## src/rtl/alu_wb_pkg.sv

```systemverilog
// Shared types and constants for the ALU result writeback block.
// ALU_WB_SATURATE_EN selects one clamped word per lane instead of lo/hi pairs.
package alu_wb_pkg;

    localparam int unsigned LANES_DEF  = 16;
    localparam int unsigned DATA_W_DEF = 32;
    localparam int unsigned ADDR_W_DEF = 16;

    typedef enum logic [1:0] {
        IDLE,
        WRITE,
        DONE
    } wb_state_t;

    function automatic int unsigned words_per_vector(input int unsigned lanes);
`ifdef ALU_WB_SATURATE_EN
        return lanes;
`else
        return 2 * lanes;
`endif
    endfunction

    localparam int unsigned NUM_WORDS = words_per_vector(LANES_DEF);

endpackage

```

## src/rtl/alu_result_writeback_if.sv

```systemverilog
// Result-vector capture and memory write bus of the ALU writeback stage.
// slave = writeback block view, master = ALU/memory environment view.
interface alu_result_writeback_if
    import alu_wb_pkg::*;
#(
    parameter int unsigned LANES  = LANES_DEF,
    parameter int unsigned DATA_W = DATA_W_DEF,
    parameter int unsigned ADDR_W = ADDR_W_DEF
);

    logic                           res_valid;
    logic                           res_ready;
    logic [LANES-1:0][DATA_W-1:0]   res_lo;
    logic [LANES-1:0][DATA_W-1:0]   res_hi;
    logic [ADDR_W-1:0]              base_addr;
    logic                           mem_we;
    logic [ADDR_W-1:0]              mem_addr;
    logic [DATA_W-1:0]              mem_wdata;
    logic                           mem_ready;

    modport slave (
        input  res_valid, res_lo, res_hi, base_addr, mem_ready,
        output res_ready, mem_we, mem_addr, mem_wdata
    );

    modport master (
        output res_valid, res_lo, res_hi, base_addr, mem_ready,
        input  res_ready, mem_we, mem_addr, mem_wdata
    );

endinterface

```

## src/rtl/alu_wb_sat_clamp.sv

```systemverilog
// Combinational clamp of a signed 2*DATA_W value to the signed DATA_W range.
// Instantiated per lane only when ALU_WB_SATURATE_EN is defined.
module alu_wb_sat_clamp #(
    parameter int unsigned DATA_W = 32
) (
    input  logic [2*DATA_W-1:0] wide,
    output logic [DATA_W-1:0]   sat
);

    logic in_range;

    // In range iff the upper DATA_W+1 bits are pure sign extension.
    assign in_range = (wide[2*DATA_W-1:DATA_W-1] == '0) ||
                      (wide[2*DATA_W-1:DATA_W-1] == '1);

    always_comb begin
        sat = wide[DATA_W-1:0];
        if (!in_range) begin
            if (wide[2*DATA_W-1]) begin
                sat = {1'b1, {(DATA_W-1){1'b0}}};
            end else begin
                sat = {1'b0, {(DATA_W-1){1'b1}}};
            end
        end
    end

endmodule

```

## src/rtl/alu_result_writeback.sv

```systemverilog
// Captures one ALU result vector and serialises it into 32-bit memory writes.
// ALU_WB_SATURATE_EN: write one clamped word per lane at base+lane.
module alu_result_writeback
    import alu_wb_pkg::*;
#(
    parameter int unsigned LANES  = LANES_DEF,
    parameter int unsigned DATA_W = DATA_W_DEF,
    parameter int unsigned ADDR_W = ADDR_W_DEF
) (
    input  logic                    clk,
    input  logic                    rst_n,
    alu_result_writeback_if.slave   bus,
    output logic                    busy,
    output logic                    done
);

    localparam int unsigned WORDS = words_per_vector(LANES);
    localparam int unsigned CNT_W = (WORDS > 1) ? $clog2(WORDS) : 1;

    wb_state_t                      state_q, state_d;
    logic [CNT_W-1:0]               k_q;
    logic [WORDS-1:0][DATA_W-1:0]   word_buf_q;
    logic [WORDS-1:0][DATA_W-1:0]   cap_words;
    logic [ADDR_W-1:0]              addr_q;
    logic                           we_q;
    logic                           capture;
    logic                           accept;
    logic                           last_word;

    // Word layout is fixed at capture so the write phase is a plain index.
    for (genvar i = 0; i < LANES; i++) begin : g_lane
`ifdef ALU_WB_SATURATE_EN
        alu_wb_sat_clamp #(.DATA_W(DATA_W)) u_clamp (
            .wide ({bus.res_hi[i], bus.res_lo[i]}),
            .sat  (cap_words[i])
        );
`else
        assign cap_words[2*i]   = bus.res_lo[i];
        assign cap_words[2*i+1] = bus.res_hi[i];
`endif
    end

    assign capture   = (state_q == IDLE) && bus.res_valid;
    assign accept    = (state_q == WRITE) && we_q && bus.mem_ready;
    assign last_word = (k_q == CNT_W'(WORDS - 1));

    always_ff @(posedge clk or negedge rst_n) begin
        if (!rst_n) begin
            state_q <= IDLE;
        end else begin
            state_q <= state_d;
        end
    end

    always_comb begin
        state_d       = state_q;
        bus.res_ready = 1'b0;
        busy          = 1'b0;
        done          = 1'b0;
        case (state_q)
            IDLE: begin
                bus.res_ready = 1'b1;
                if (bus.res_valid) begin
                    state_d = WRITE;
                end
            end
            WRITE: begin
                busy = 1'b1;
                if (accept && last_word) begin
                    state_d = DONE;
                end
            end
            DONE: begin
                done    = 1'b1;
                state_d = IDLE;
            end
            default: state_d = IDLE;
        endcase
    end

    always_ff @(posedge clk or negedge rst_n) begin
        if (!rst_n) begin
            word_buf_q <= '0;
            addr_q     <= '0;
            k_q        <= '0;
            we_q       <= 1'b0;
        end else if (capture) begin
            word_buf_q <= cap_words;
            addr_q     <= bus.base_addr;
            k_q        <= '0;
            we_q       <= 1'b1;
        end else if (accept) begin
            if (last_word) begin
                addr_q <= '0;
                k_q    <= '0;
                we_q   <= 1'b0;
            end else begin
                addr_q <= addr_q + 1'b1;
                k_q    <= k_q + 1'b1;
            end
        end
    end

    assign bus.mem_we    = we_q;
    assign bus.mem_addr  = addr_q;
    assign bus.mem_wdata = we_q ? word_buf_q[k_q] : '0;

endmodule
```

## src/flat_wrapper.sv

```systemverilog
// flat-port wrapper written by rule: the top's interface ports become plain ports
module alu_result_writeback_flat import alu_wb_pkg::*;
#(
    parameter int unsigned LANES  = LANES_DEF,
    parameter int unsigned DATA_W = DATA_W_DEF,
    parameter int unsigned ADDR_W = ADDR_W_DEF
)
  (clk, rst_n, busy, done, bus_res_valid, bus_res_lo, bus_res_hi, bus_base_addr, bus_mem_ready, bus_res_ready, bus_mem_we, bus_mem_addr, bus_mem_wdata);
  alu_result_writeback_if #(.LANES(LANES), .DATA_W(DATA_W), .ADDR_W(ADDR_W)) bus_i ();
  input  logic clk;
  input  logic rst_n;
  output logic busy;
  output logic done;
  input wire logic [$bits(bus_i.res_valid)-1:0] bus_res_valid;
  input wire logic [$bits(bus_i.res_lo)-1:0] bus_res_lo;
  input wire logic [$bits(bus_i.res_hi)-1:0] bus_res_hi;
  input wire logic [$bits(bus_i.base_addr)-1:0] bus_base_addr;
  input wire logic [$bits(bus_i.mem_ready)-1:0] bus_mem_ready;
  output wire logic [$bits(bus_i.res_ready)-1:0] bus_res_ready;
  output wire logic [$bits(bus_i.mem_we)-1:0] bus_mem_we;
  output wire logic [$bits(bus_i.mem_addr)-1:0] bus_mem_addr;
  output wire logic [$bits(bus_i.mem_wdata)-1:0] bus_mem_wdata;
  assign bus_i.res_valid = bus_res_valid;
  assign bus_i.res_lo = bus_res_lo;
  assign bus_i.res_hi = bus_res_hi;
  assign bus_i.base_addr = bus_base_addr;
  assign bus_i.mem_ready = bus_mem_ready;
  assign bus_res_ready = bus_i.res_ready;
  assign bus_mem_we = bus_i.mem_we;
  assign bus_mem_addr = bus_i.mem_addr;
  assign bus_mem_wdata = bus_i.mem_wdata;
  alu_result_writeback #(.LANES(LANES), .DATA_W(DATA_W), .ADDR_W(ADDR_W)) u_core (.clk(clk), .rst_n(rst_n), .bus(bus_i), .busy(busy), .done(done));
endmodule
```

## config.mk

```make
export PLATFORM = sky130hd
export DESIGN_NAME = alu_result_writeback_flat
export DESIGN_NICKNAME = d
export VERILOG_FILES = /design/src/rtl/alu_wb_pkg.sv /design/src/rtl/alu_result_writeback_if.sv /design/src/rtl/alu_wb_sat_clamp.sv /design/src/rtl/alu_result_writeback.sv /design/src/flat_wrapper.sv
export SDC_FILE = /design/constraint.sdc
export NUM_CORES = 2
export LEC_CHECK = 0
export ABC_AREA = 1
export CORE_AREA = 2 2 423 425
export DETAILED_ROUTE_END_ITERATION = 16
export DIE_AREA = 0 0 425 427
export PLACE_DENSITY = 0.58
export SYNTH_ARGS = -nofsm -noshare
export SYNTH_HDL_FRONTEND = slang
export SYNTH_SLANG_ARGS = --single-unit
```

## constraint.sdc

```tcl
create_clock -name clk -period 2.3 [get_ports clk]
set_input_delay 0.575 -clock clk [delete_from_list [all_inputs] [get_ports clk]]
set_output_delay 0.575 -clock clk [all_outputs]
set_load 0.01 [all_outputs]
```

==> flow_summary.toml <==
[sta]
skew_ns = 0.0351
worstMarginPinSlew_ns = 0.658
rsz0062_at_grt = "yes"
timing.max_slew.rel_slack_pct = 56.1
slew_viol_final = 0
finalCriticalPeriod_ns = 3.64
final_hold_viol_count = 0
min_period_over_period_pct = 158
setup_tns_ns = -41.74
fmaxAchievable_ghz = 0.275
final_worst_setup_slack_ns = -1.34
setup_viol = 52

[synth]
yosys_most_used_dff = "sky130_fd_sc_hd__dfrtp_1"
synth-xor-area-share_pct = 0.0176
syn-instance-count = 6902
asyncSetResetFlopFracSynth_pct = 100
netlist_area_um2 = 49800
number_of_synthesized_flops_with_an_enable_pin = 0
yosys.cell_types.count = 23
mappedNetlistNets = 7949
synth_top_area_share_pct = 52.7
ys_seq_area_share_pct = 52.7
synth_compound_gate_area_share_pct = 1.98
synth_top_family_by_area = "simple AND/OR/NAND/NOR gates"
synth.most_common_cell = "sky130_fd_sc_hd__nand2_1"
synth.largest_area_cell = "sky130_fd_sc_hd__dfrtp_1"
post_synth_and_or_nand_nor_area_fraction_pct = 40.6
ys.warnings.count = 0
muxShareOfSynthArea_pct = 0
post_synth_fa_ha_maj_area_fraction_pct = 0.0754
synth.top_cells.by_area = "sky130_fd_sc_hd__dfrtp_1 53%, sky130_fd_sc_hd__nand2_1 34%, sky130_fd_sc_hd__nand3_1 5.6%, sky130_fd_sc_hd__buf_2 2.1%, sky130_fd_sc_hd__a21oi_1 1.7%"
synth_area_per_cell_um2 = 7.21
synth_top_cells_by_count = "4564 x sky130_fd_sc_hd__nand2_1, 1048 x sky130_fd_sc_hd__dfrtp_1, 560 x sky130_fd_sc_hd__nand3_1"
ys_seq_elements = 1048

[hold_path]
min_to = "u_core.word_buf_q[452]"
holdCritPathClass = "input port to flip-flop"
min_delay_path_depth = 3
hold_path_startpoint = "bus_res_lo[228]"

[worst_setup_path]
crit_required_ns = 1.73
criticalPathCategory = "flip-flop to output port"
worstPathMaxFanout = 20
critical_path_arrival_ns = 3.06
end_of_the_worst_register_to_register_path = "u_core.bus.mem_addr[8]"
worst_setup_path_end_kind = "output port"
worst_reg2reg_startpoint = "u_core.k_q[0]"
reg2reg_setup_slack_ns = -0.28
worst_setup_path_start_kind = "flip-flop"
timing.reg2reg.worst_path_depth = 13

[routing]
vias_per_cell = 4.86
detail_route.iter0.violations = 5321
detailroute.via_count = 52300
wire_per_inst_um = 25.1
detail_route.wirelength_um = 270000
drt_drc_violations_left = 0
detail_route.first_pass.iterations = 6
drtAntennaViolNets = 0

[clock_tree]
cts_tree = "yes"
worstSkewPairLatency_ns = 0.77
cts_sinks = 1048
numCtsBuffers = 121
clk_transition_reported_paths_ns = 0.07
clock_tree.htree_level_count = 3
cts_buffer_depth = 3
cts.root.buffer_cell = "sky130_fd_sc_hd__clkbuf_16"

[floorplanning]
fp-row-count = 155
floorplan.die_area_um2 = 181000
fp.dieH_um = 427
core_region_area_um2 = 177000
floorplan.initialDensity_pct = 28.1
die-width_um = 425
io_pins = 1096

[outcome]
outcome = "complete, but fails checks"
failed_checks = "setup timing"

[grt]
wire_length_of_the_first_global_routing_pass_um = 374000
globalRouteOverflowTotal = 0
grt_start_max_net_pins = 132
use_met2_pct = 47.1
globalRouteTotalUtil_pct = 28.8
initial_antenna_violation_count = 63
grt_pass1_vias = 52300
use_met3_pct = 5.69
grt_most_used_layer = "met2"
global_route.usage.met1_pct = 34.6

[power_and_ir_drop]
worst_vdd_drop_mv = 0.933
static-leakage-power_uw = 0.0377
cellPowerDensity_nw_per_um2 = 1470

[finish]
layout.cell_area.non_filler_um2 = 75700
nNetsFinal = 9305
drive_gt1_share_pct = 15.4
finish.utilization_pct = 42.7
area_growth_from_synthesis_to_layout_pct = 52.1

[placement]
dpl-instance-area_um2 = 67100
buffer_ports.inserted = 1095
placement_stage_worst_setup_slack_ns = -1.76
globalplace.congestion = 0.979
detailedPlacementHpwl_um = 209000

[job]
cap_violations = 0
==> through the flow <==
stage	hold slack [ns]	cells	power, µW
final	0.335	10800	111000
after global routing	0.315	10800	117000
after CTS	0.287	10700	109000
after detailed placement	0.465	10400	81600
after global placement	0.461	10400	81400
after floorplan	0.279	6902	52700
==> critical path, cell delays in order (launching register included) <==
cell and delay (ns):
sky130_fd_sc_hd__dfrtp_4 0.56, sky130_fd_sc_hd__buf_6 0.17, sky130_fd_sc_hd__nand2_2 0.13, sky130_fd_sc_hd__buf_6 0.29, sky130_fd_sc_hd__buf_4 0.20, sky130_fd_sc_hd__a21oi_1 0.05, sky130_fd_sc_hd__nor2_1 0.36, sky130_fd_sc_hd__nand2_2 0.13
sky130_fd_sc_hd__nand3_1 0.13, sky130_fd_sc_hd__a21oi_2 0.08, sky130_fd_sc_hd__buf_12 0.15
==> repair_timing <==
| action | in CTS | in global routing |
|---|---|---|
| resized for setup | 631 | 201 |
| pin swaps | 151 | 111 |
| gates cloned | 24 | 7 |
| endpoints found under the hold margin | 5 | 0 |
| buffers inserted | 57 | 21 |
| hold buffers | 1 | 0 |
| setup endpoints to repair | 72 | 58 |
==> layout make-up <==
type | instances | area, µm²
clock inverters | 58 | 783
repair buffers | 1671 | 18000
repair inverters | 1 | 8.76
clock buffers | 168 | 3450
well taps | 2355 | 2950
multi-input cells | 5386 | 24000
fillers | 17800 | 102000
inverters | 29 | 150
diodes | 40 | 100
flip-flops and latches | 1048 | 26200
==> per-layer routing <==
| metal | share of wire (%) | wire length, µm |
|---|---|---|
| met1 | 38 | 104000 |
| met2 | 48 | 129000 |
| met3 | 6.9 | 18800 |
| met4 | 7.0 | 18900 |
| met5 | 0.093 | 252 |
==> state kept, by name (all words and copies together), names as in the netlist <==
name / cells
u_core.bus.mem_we: 1
u_core.bus.mem_addr: 16
u_core.word_buf_q: 1024
u_core.k_q: 5
u_core.state_q: 2
==> how the worst max path moves through the flow <==
stage / startpoint / endpoint / slack [ns] / cells past startpoint
3_5_place_dp: u_core.k_q[0] / bus_mem_wdata[4] / -1.76 / 11
2_1_floorplan: u_core.k_q[0] / bus_mem_wdata[22] / 0.24 / 11
6_report: u_core.k_q[1] / bus_mem_wdata[30] / -1.34 / 10
3_3_place_gp: u_core.k_q[0] / bus_mem_wdata[4] / -1.77 / 11
4_1_cts: u_core.k_q[0] / bus_mem_wdata[12] / -1.40 / 12
5_1_grt: u_core.k_q[0] / bus_mem_wdata[21] / -1.40 / 14
==> layout by cell type (no fill, tap or decap), types with 9 or more instances in the layout <==
master and count:
sky130_fd_sc_hd__clkbuf_1 22, sky130_fd_sc_hd__inv_6 10, sky130_fd_sc_hd__nand3_2 188, sky130_fd_sc_hd__clkdlybuf4s50_1 1047, sky130_fd_sc_hd__clkbuf_16 128, sky130_fd_sc_hd__inv_1 20
sky130_fd_sc_hd__a21oi_2 54, sky130_fd_sc_hd__nand2_4 15, sky130_fd_sc_hd__buf_16 26, sky130_fd_sc_hd__clkbuf_8 25, sky130_fd_sc_hd__nor2_1 20, sky130_fd_sc_hd__nand2_1 4479
sky130_fd_sc_hd__nor2_4 9, sky130_fd_sc_hd__clkinvlp_4 9, sky130_fd_sc_hd__dfrtp_1 1041, sky130_fd_sc_hd__nand3_4 72, sky130_fd_sc_hd__bufinv_16 14, sky130_fd_sc_hd__dlygate4sd2_1 9
sky130_fd_sc_hd__clkinv_2 22, sky130_fd_sc_hd__buf_8 16, sky130_fd_sc_hd__diode_2 40, sky130_fd_sc_hd__buf_12 137, sky130_fd_sc_hd__a21oi_4 22, sky130_fd_sc_hd__buf_4 334
sky130_fd_sc_hd__a21oi_1 91, sky130_fd_sc_hd__nand3_1 300, sky130_fd_sc_hd__nor2_2 21, sky130_fd_sc_hd__o21ai_0 16, sky130_fd_sc_hd__nand2_2 71, sky130_fd_sc_hd__buf_6 84
==> power by group <==
group / switching, µW / total [µW] / internal [µW]
combinational: 33900 / 57600 / 23700
clock: 8540 / 20600 / 12100
sequential: 6300 / 33100 / 26800
==> cell families after synthesis <==
kind of cell | after synthesis
simple gates | 5190
flops | 1048
buf+inv | 468
compound gates | 192
fa+ha+maj | 3
xor+xnor | 1
No activity file was read; power rests on OpenSTA's default activity.
